==> src/rtl/fetch_unit.sv <==
// Instruction fetch stage: owns the fetch PC, issues word requests over a request/grant bus
// with in-order responses, and buffers {pc, instr} pairs in a small FIFO for decode.
module fetch_unit #(
    parameter int              DW       = 32,
    parameter logic [DW-1:0]   RESET_PC = '0,
    parameter int              DEPTH    = 4
) (
    input  logic          clk,
    input  logic          rst,
    output logic          imem_req_o,
    output logic [DW-1:0] imem_addr_o,
    input  logic          imem_gnt_i,
    input  logic          imem_rvalid_i,
    input  logic [DW-1:0] imem_rdata_i,
    input  logic          redirect_i,
    input  logic [DW-1:0] redirect_pc_i,
    output logic          instr_valid_o,
    output logic [DW-1:0] instr_o,
    output logic [DW-1:0] instr_pc_o,
    input  logic          instr_ready_i
);

    localparam int AW = $clog2(DEPTH);
    localparam int CW = AW + 1;

    logic [DW-1:0] fetch_pc_q, fetch_pc_d;
    logic [DW-1:0] resp_pc_q, resp_pc_d;
    logic [CW-1:0] count_q, count_d;
    logic [CW-1:0] outstanding_q, outstanding_d;
    logic [CW-1:0] discard_q, discard_d;
    logic [AW-1:0] rd_ptr_q, rd_ptr_d;
    logic [AW-1:0] wr_ptr_q, wr_ptr_d;

    logic [DW-1:0] fifo_pc_q    [DEPTH];
    logic [DW-1:0] fifo_instr_q [DEPTH];

    logic [CW:0]   credit_used;
    logic [DW-1:0] redirect_pc_aligned;
    logic          grant;
    logic          resp;
    logic          push;
    logic          pop;

    assign redirect_pc_aligned = redirect_pc_i & ~DW'(3);

    // Credit counts buffered plus in-flight words from registered state only, so a pop
    // this cycle frees its slot for a request next cycle and the FIFO can never overflow.
    assign credit_used = {1'b0, count_q} + {1'b0, outstanding_q};
    assign imem_req_o  = rst & ~redirect_i & (credit_used < (CW+1)'(DEPTH));
    assign imem_addr_o = rst ? fetch_pc_q : RESET_PC;

    assign instr_valid_o = rst & (count_q != '0);
    assign instr_o       = instr_valid_o ? fifo_instr_q[rd_ptr_q] : '0;
    assign instr_pc_o    = instr_valid_o ? fifo_pc_q[rd_ptr_q]    : '0;

    always_comb begin
        // NOTE: every _d gets its hold value first so no path through this block infers a latch.
        fetch_pc_d    = fetch_pc_q;
        resp_pc_d     = resp_pc_q;
        count_d       = count_q;
        outstanding_d = outstanding_q;
        discard_d     = discard_q;
        rd_ptr_d      = rd_ptr_q;
        wr_ptr_d      = wr_ptr_q;
        push          = 1'b0;

        grant = imem_req_o & imem_gnt_i;
        resp  = imem_rvalid_i & (outstanding_q != '0);
        pop   = instr_valid_o & instr_ready_i & ~redirect_i;

        if (redirect_i) begin
            // Everything still in flight after this cycle's response becomes stale.
            fetch_pc_d    = redirect_pc_aligned;
            resp_pc_d     = redirect_pc_aligned;
            count_d       = '0;
            rd_ptr_d      = '0;
            wr_ptr_d      = '0;
            outstanding_d = outstanding_q - CW'(resp);
            discard_d     = outstanding_q - CW'(resp);
        end else begin
            if (grant) begin
                fetch_pc_d = fetch_pc_q + DW'(4);
            end
            if (resp) begin
                if (discard_q != '0) begin
                    discard_d = discard_q - CW'(1);
                end else begin
                    push      = 1'b1;
                    resp_pc_d = resp_pc_q + DW'(4);
                end
            end
            outstanding_d = outstanding_q + CW'(grant) - CW'(resp);
            if (push) begin
                wr_ptr_d = wr_ptr_q + AW'(1);
            end
            if (pop) begin
                rd_ptr_d = rd_ptr_q + AW'(1);
            end
            count_d = count_q + CW'(push) - CW'(pop);
        end
    end

    // NOTE: sequential state uses non-blocking assignments so every flop samples pre-edge values.
    always_ff @(posedge clk) begin
        if (!rst) begin
            fetch_pc_q    <= RESET_PC;
            resp_pc_q     <= RESET_PC;
            count_q       <= '0;
            outstanding_q <= '0;
            discard_q     <= '0;
            rd_ptr_q      <= '0;
            wr_ptr_q      <= '0;
        end else begin
            fetch_pc_q    <= fetch_pc_d;
            resp_pc_q     <= resp_pc_d;
            count_q       <= count_d;
            outstanding_q <= outstanding_d;
            discard_q     <= discard_d;
            rd_ptr_q      <= rd_ptr_d;
            wr_ptr_q      <= wr_ptr_d;
        end
    end

    // NOTE: FIFO storage is not reset; count_q alone decides which entries are meaningful.
    always_ff @(posedge clk) begin
        if (push && rst) begin
            fifo_pc_q[wr_ptr_q]    <= resp_pc_q;
            fifo_instr_q[wr_ptr_q] <= imem_rdata_i;
        end
    end

endmodule

==> config.mk <==
export PLATFORM = sky130hd
export DESIGN_NAME = fetch_unit
export DESIGN_NICKNAME = d
export VERILOG_FILES = /design/src/rtl/fetch_unit.sv
export SDC_FILE = /design/constraint.sdc
export NUM_CORES = 1
export LEC_CHECK = 0
export CORE_MARGIN = 2
export CORE_UTILIZATION = 52
export CTS_BUF_LIST = sky130_fd_sc_hd__clkbuf_8
export DETAILED_ROUTE_END_ITERATION = 12
export GPL_ROUTABILITY_DRIVEN = 0
export GPL_TIMING_DRIVEN = 0
export PLACE_DENSITY_LB_ADDON = 0.12
export SLEW_MARGIN = 25
export SYNTH_ARGS = -nofsm -noshare
export SYNTH_HDL_FRONTEND = slang
export SYNTH_SLANG_ARGS = --single-unit
export TNS_END_PERCENT = 100
==> constraint.sdc <==
create_clock -name clk -period 3.7 [get_ports clk]
set_clock_uncertainty 0.2 [all_clocks]
set_input_delay 0.37 -clock clk [delete_from_list [all_inputs] [get_ports clk]]
set_output_delay 0.37 -clock clk [all_outputs]
set_load 0.02 [all_outputs]
## After elaboration in Yosys (flattened, before gate mapping)

Memories as Yosys holds them, arrays and structs flattened. A register that Yosys moved wholly into a read port is not among the register bits.
Index checks and enable logic that the tools add are counted.

- Bits in registers: 77
- Input bits: 70
- Logic and storage cells: 67
- RAM bits: 256
- Memories: 2

Memory list:

| name | depth | bits a word | read ports | clocked after Yosys merged registers in | wr ports | RTL line | source |
|---|---|---|---|---|---|---|---|
| fifo_instr_q | 4 | 32 | 1 | 1 | 1 | 35 | `logic [DW-1:0] fifo_instr_q [DEPTH];` |
| fifo_pc_q | 4 | 32 | 1 | 1 | 1 | 34 | `logic [DW-1:0] fifo_pc_q [DEPTH];` |

- Add/subtract/negate cells: 11
- Muxes and demuxes: 22
- Equal/unequal tests: 1
- Reduce and logical (&&, ||, !) cells: 11
- Order comparisons: 1
- Bitwise operators: 10

Operator list:

| kind | count |
|---|---|
| 2-to-1 mux 32 bit | 8 |
| adder 32 x 3 -> 32 bit, second input constant | 2 |
| 2-to-1 mux 3 bit | 4 |
| nonzero test 3 bit | 3 |
| subtractor 3 x 1 -> 3 bit | 3 |
| 2-to-1 mux 2 bit | 4 |
| bitwise AND 1 bit | 7 |
| adder 3 x 1 -> 3 bit | 2 |
| 2-to-1 mux 1 bit | 6 |
| AND reduction 2 bit | 3 |
| nonzero test 2 bit | 3 |
| adder 2 x 1 -> 2 bit, second input constant | 2 |
| adder 3 x 3 -> 4 bit | 1 |
| < comparator 4 x 3 -> 1 bit, second input constant | 1 |
| inverter 1 bit | 3 |
| subtractor 3 x 1 -> 3 bit, second input constant | 1 |
| inequality test 2 bit, second input constant | 1 |
| OR reduction 2 bit | 1 |
| logical AND 1 bit | 1 |

## Longest topological paths before layout

- Depth in word-level cells: 8
- Depth in mapped cells: 14
- Depth with buffers taken out: 12

## Worst setup path after synthesis

No wires, ideal clock.

- Kind: register -> register
- Start point: register outstanding_q[2]
- End point: register outstanding_q[2]
- Path buffers: 2
- Arrival: 3.094 ns
- Cell stages (with the launch flop): 15
- Setup time: 0.128 ns
- Path slack: 0.278 ns
- Cell sequence: dfxtp_1 > ha_1 > or4b_4 > nor3_4 > inv_2 > buf_6 > buf_2 > ha_1 > inv_1 > ha_1 > fa_1 > xor2_1 > o21ai_0 > xnor2_1 > nor2_1

- Word-level cells in the longest chain between the ends: 7
- Elaborated cells on any way between the ends: 10
- Classes of those cells: 4 x add/sub; 1 x order compare; 1 x mux; 3 x bitwise; 1 x reduce/logical

RTL lines:

| element | RTL line | source |
|---|---|---|
| start: declaration | 29 | `logic [CW-1:0] outstanding_q, outstanding_d;` |
| start signal: assignment | 117 | `outstanding_q <= outstanding_d;` |
| adder 3 x 3 -> 4 bit | 48 | `assign credit_used = {1'b0, count_q} + {1'b0, outstanding_q};` |
| < comparator 4 x 3 -> 1 bit | 49 | `assign imem_req_o = rst & ~redirect_i & (credit_used < (CW+1)'(DEPTH));` |
| bitwise AND 1 bit | 49 |  |
| bitwise AND 1 bit | 67 | `grant = imem_req_o & imem_gnt_i;` |
| adder 3 x 1 -> 3 bit | 92 | `outstanding_d = outstanding_q + CW'(grant) - CW'(resp);` |
| subtractor 3 x 1 -> 3 bit | 92 |  |
| 2-to-1 mux 3 bit * | 71 | `if (redirect_i) begin` |

Every way passes the cells marked *; elsewhere a longest branch is shown, timed or not.
A chain may end at the register's enable or synchronous reset.

==> results.tsv <==
stage	metric	value	unit
global_routing	antenna_found_initial	0	
yosys	yosysWarnings	0	
clocking	cts_max_path_buffers	3	
setup_path	slowest_delay	0.56	ns
drt	avgRoutedWirePerCell	20.65	um
power_and_ir_drop	switching_share	25.07	%
sta	max_slew_margin	36.22	%
sta	final-hold-violation-count	0	
drt	num_vias	8845	
sta	rsz0062_at_grt	true	
placed_design	dp_hpwl	21.59	mm
layout	most-common-layout-cells	248 x edfxtp_1, 159 x clkdlybuf4s50_1, 74 x dfxtp_1	
setup_path	slowest_stage	clkbuf_1	
power_and_ir_drop	p_sw	0.001916	W
yosys	ys_types	62	
setup_path	rr_startpoint	count_q[2]$_SDFF_PP0_	
power_and_ir_drop	internal-power	0.005727	W
sta	worstMarginPinSlew	0.9493	ns
sta	setup_viol	0	
global_routing	grt_use_met3	4.171	%
power_and_ir_drop	p_clk_share	35.2	%
yosys	syn_area	13710	um^2
clocking	tritoncts	yes	
yosys	synth_area_leader_cell	edfxtp_1	
floorplanning	die_h	166.4	um
global_routing	grt_usage	23.19	%
yosys	muxShareOfSynthArea	10.41	%
yosys	synthCells	951	
setup_path	worstPathMaxFanout	10	
yosys	synth-main-ff-cell	edfxtp_1	
layout	synthToLayoutAreaGrowth	22.34	%
power_and_ir_drop	peakVddDrop	0.2349	mV
global_routing	gr-usage-met1	32.29	%
placed_design	port_buffers	159	
global_routing	grt_pass1_wl	49.92	mm
drt	drtAntennaViolNets	0	
clocking	root_buffer	clkbuf_8	
yosys	yosys.area_share.simple	11.71	%
layout	multi_input_area	4462	um^2
layout	antenna_cells	0	
drt	drtIter0Drc	608	
yosys	ys_seq_area_share	65.26	%
outcome	status	finished clean	
power_and_ir_drop	powerDensity	455.6	nW/um^2
clocking	path_clk_slew	0.06	ns
setup_path	start_kind	register	
setup_path	worstPathRequired	3.13	ns
clocking	cts_hold_buffers	0	
power_and_ir_drop	p_comb_share	10.7	%
yosys	synth_compound_area_share	5.557	%
power_and_ir_drop	power	0.007643	W
layout	drive_above_1_share	13.39	%
setup_path	cp_cell_sequence	clkbuf_1, clkbuf_1, mux4_2, and3_1, clkdlybuf4s50_1	
yosys	synth-edff-count	248	
setup_path	cp-end-kind	output pin	
sta	fin_crit_sh	97.75	%
setup_path	criticalPathCategory	reg2out	
setup_path	path_common_cell	clkbuf_1	
job	cap_violations	0	
yosys	async_flop_share	0	%
sta	period_minus_slack	3.617	ns
clocking	clk_latency	0.58	ns
drt	drc	0	
sta	slew_viol_final	0	
layout	layout.nets	1259	
floorplanning	io_pins	168	
power_and_ir_drop	power.share.sequential	54.1	%
global_routing	busiest_layer	met2	
clocking	cts_buffers	52	
yosys	synth_top_area_share	54.31	%
drt	dr.pass1.iters	5	
layout	final_common_cell	edfxtp_1	
yosys	ys_seq_elements	323	
clocking	h-tree-depth	2	
yosys	synth_adder_area_share	1.752	%
drt	wl	31.90	mm
drt	vias_per_cell	5.725	
min_path	hold_start	rst	
floorplanning	die_x	166.4	um
layout	seqCellArea	8950	um^2
clocking	clock-sinks	323	
sta	fmax	276.5	MHz
yosys	syn_area_per_cell	14.42	um^2
floorplanning	floorplan.initialDensity	52.77	%
sta	final.setup.tns	0	ns
yosys	synth_top_family_by_area	simple AND/OR/NAND/NOR gates	
yosys	synthTopCellsByArea	edfxtp_1 54%, dfxtp_1 11%, mux4_2 10%, and3_1 3.5%, xor2_1 1.7%	
sta	fin_ws	0.08335	ns
setup_path	arrival	3.05	ns
placed_design	post-place-ws	-0.2227	ns
global_routing	grt_overflow	0	
power_and_ir_drop	p_leak	5.746	nW
min_path	hold_path.class	in2reg	
global_routing	first_global_vias	8985	
floorplanning	dieArea	27690	um^2
layout	fillers	1987	
global_routing	grt_max_degree	41	
floorplanning	num_rows	59	
floorplanning	core	25980	um^2
yosys	yosys.area_share.xor_xnor	2.810	%
global_routing	met2_usage	37.57	%
kinds of logic after synthesis:
family | count (synthesis)
compound gates | 126
xor+xnor | 44
fa+ha+maj | 18
buf+inv | 82
flops | 323
mux | 65
other cells | 1
simple gates | 292
cells in the mapped netlist (all sizes together) (6+ instances only):
cell    number
nand4       26
edfxtp     248
mux4        62
and2        29
nand3       26
a21oi       44
and3        76
nor2        35
a31oi        6
inv         22
ha          16
o21ai       34
buf         14
o22ai        7
xnor2       17
nor3        12
clkbuf      44
xor2        27
dfxtp       75
nand2       59
through the flow:
stage	hold WS [ns]	util [%]	cell area [um^2]	cells
finish	0.1392	64.56	16780	1545
detailed placement	0.2984	61.00	15850	1452
CTS	0.09769	64.52	16770	1545
global route	0.1782	64.56	16780	1545
floorplan	0.2689	-	13720	954
global placement	0.2896	60.55	15740	1448
cell type report:
cell class | count | share of cell area (%)
clock inverter | 39 | 0.9696
buffer | 57 | 1.521
clock buffer | 54 | 4.430
timing repair buffer | 164 | 10.10
sequential | 323 | 53.35
multi-input combinational | 549 | 26.60
inverter | 24 | 0.5370
tap | 335 | 2.499
layer usage:
metal,vias to the layer above,wire (um)
met1,4285,13690
li1,4116,-
met2,378,15090
met3,66,2318
met5,-,0
met4,0,801
final timing paths:
path,end,slack (ns),cells after the start
worst max-delay path,instr_pc_o[12],0.08,5
worst min-delay path,fetch_pc_q[26]$_SDFFE_PN0P_,0.14,4
worst max register to register,outstanding_q[2]$_SDFF_PN0_,0.17,14
worst min register to register,wr_ptr_q[1]$_SDFFE_PP0P_,0.31,2
critical path: cells and delay by family (launching register included):
kind	cells	cell delay [ns]
flip-flops	1	0.30
AND/OR/NAND/NOR	1	0.22
buffers and inverters	3	1.56
multiplexers	1	0.39
power groups by stage:
stage	Clock, W	Sequential (W)	Combinational [W]
6_report	0.00269	0.00414	0.000815
5_1_grt	0.00291	0.00415	0.000900
4_1_cts	0.00274	0.00413	0.000818
3_5_place_dp	0	0.00421	0.000811
3_3_place_gp	0	0.00421	0.000793
2_1_floorplan	0	0.00417	0.000480
registers in the layout, indices dropped and copies added (netlist names), named ones only:
name,cells
fifo_instr_q,128
outstanding_q,3
fetch_pc_q,30
wr_ptr_q,2
rd_ptr_q,2
discard_q,3
count_q,3
resp_pc_q,30
fifo_pc_q,120
timing repair:
action	CTS	global route
pin swaps	1	1
gates resized for setup	3	6
gates cloned	0	0
setup endpoints to repair	15	51
buffers inserted	1	0
Power figures use the tool's default switching activity.
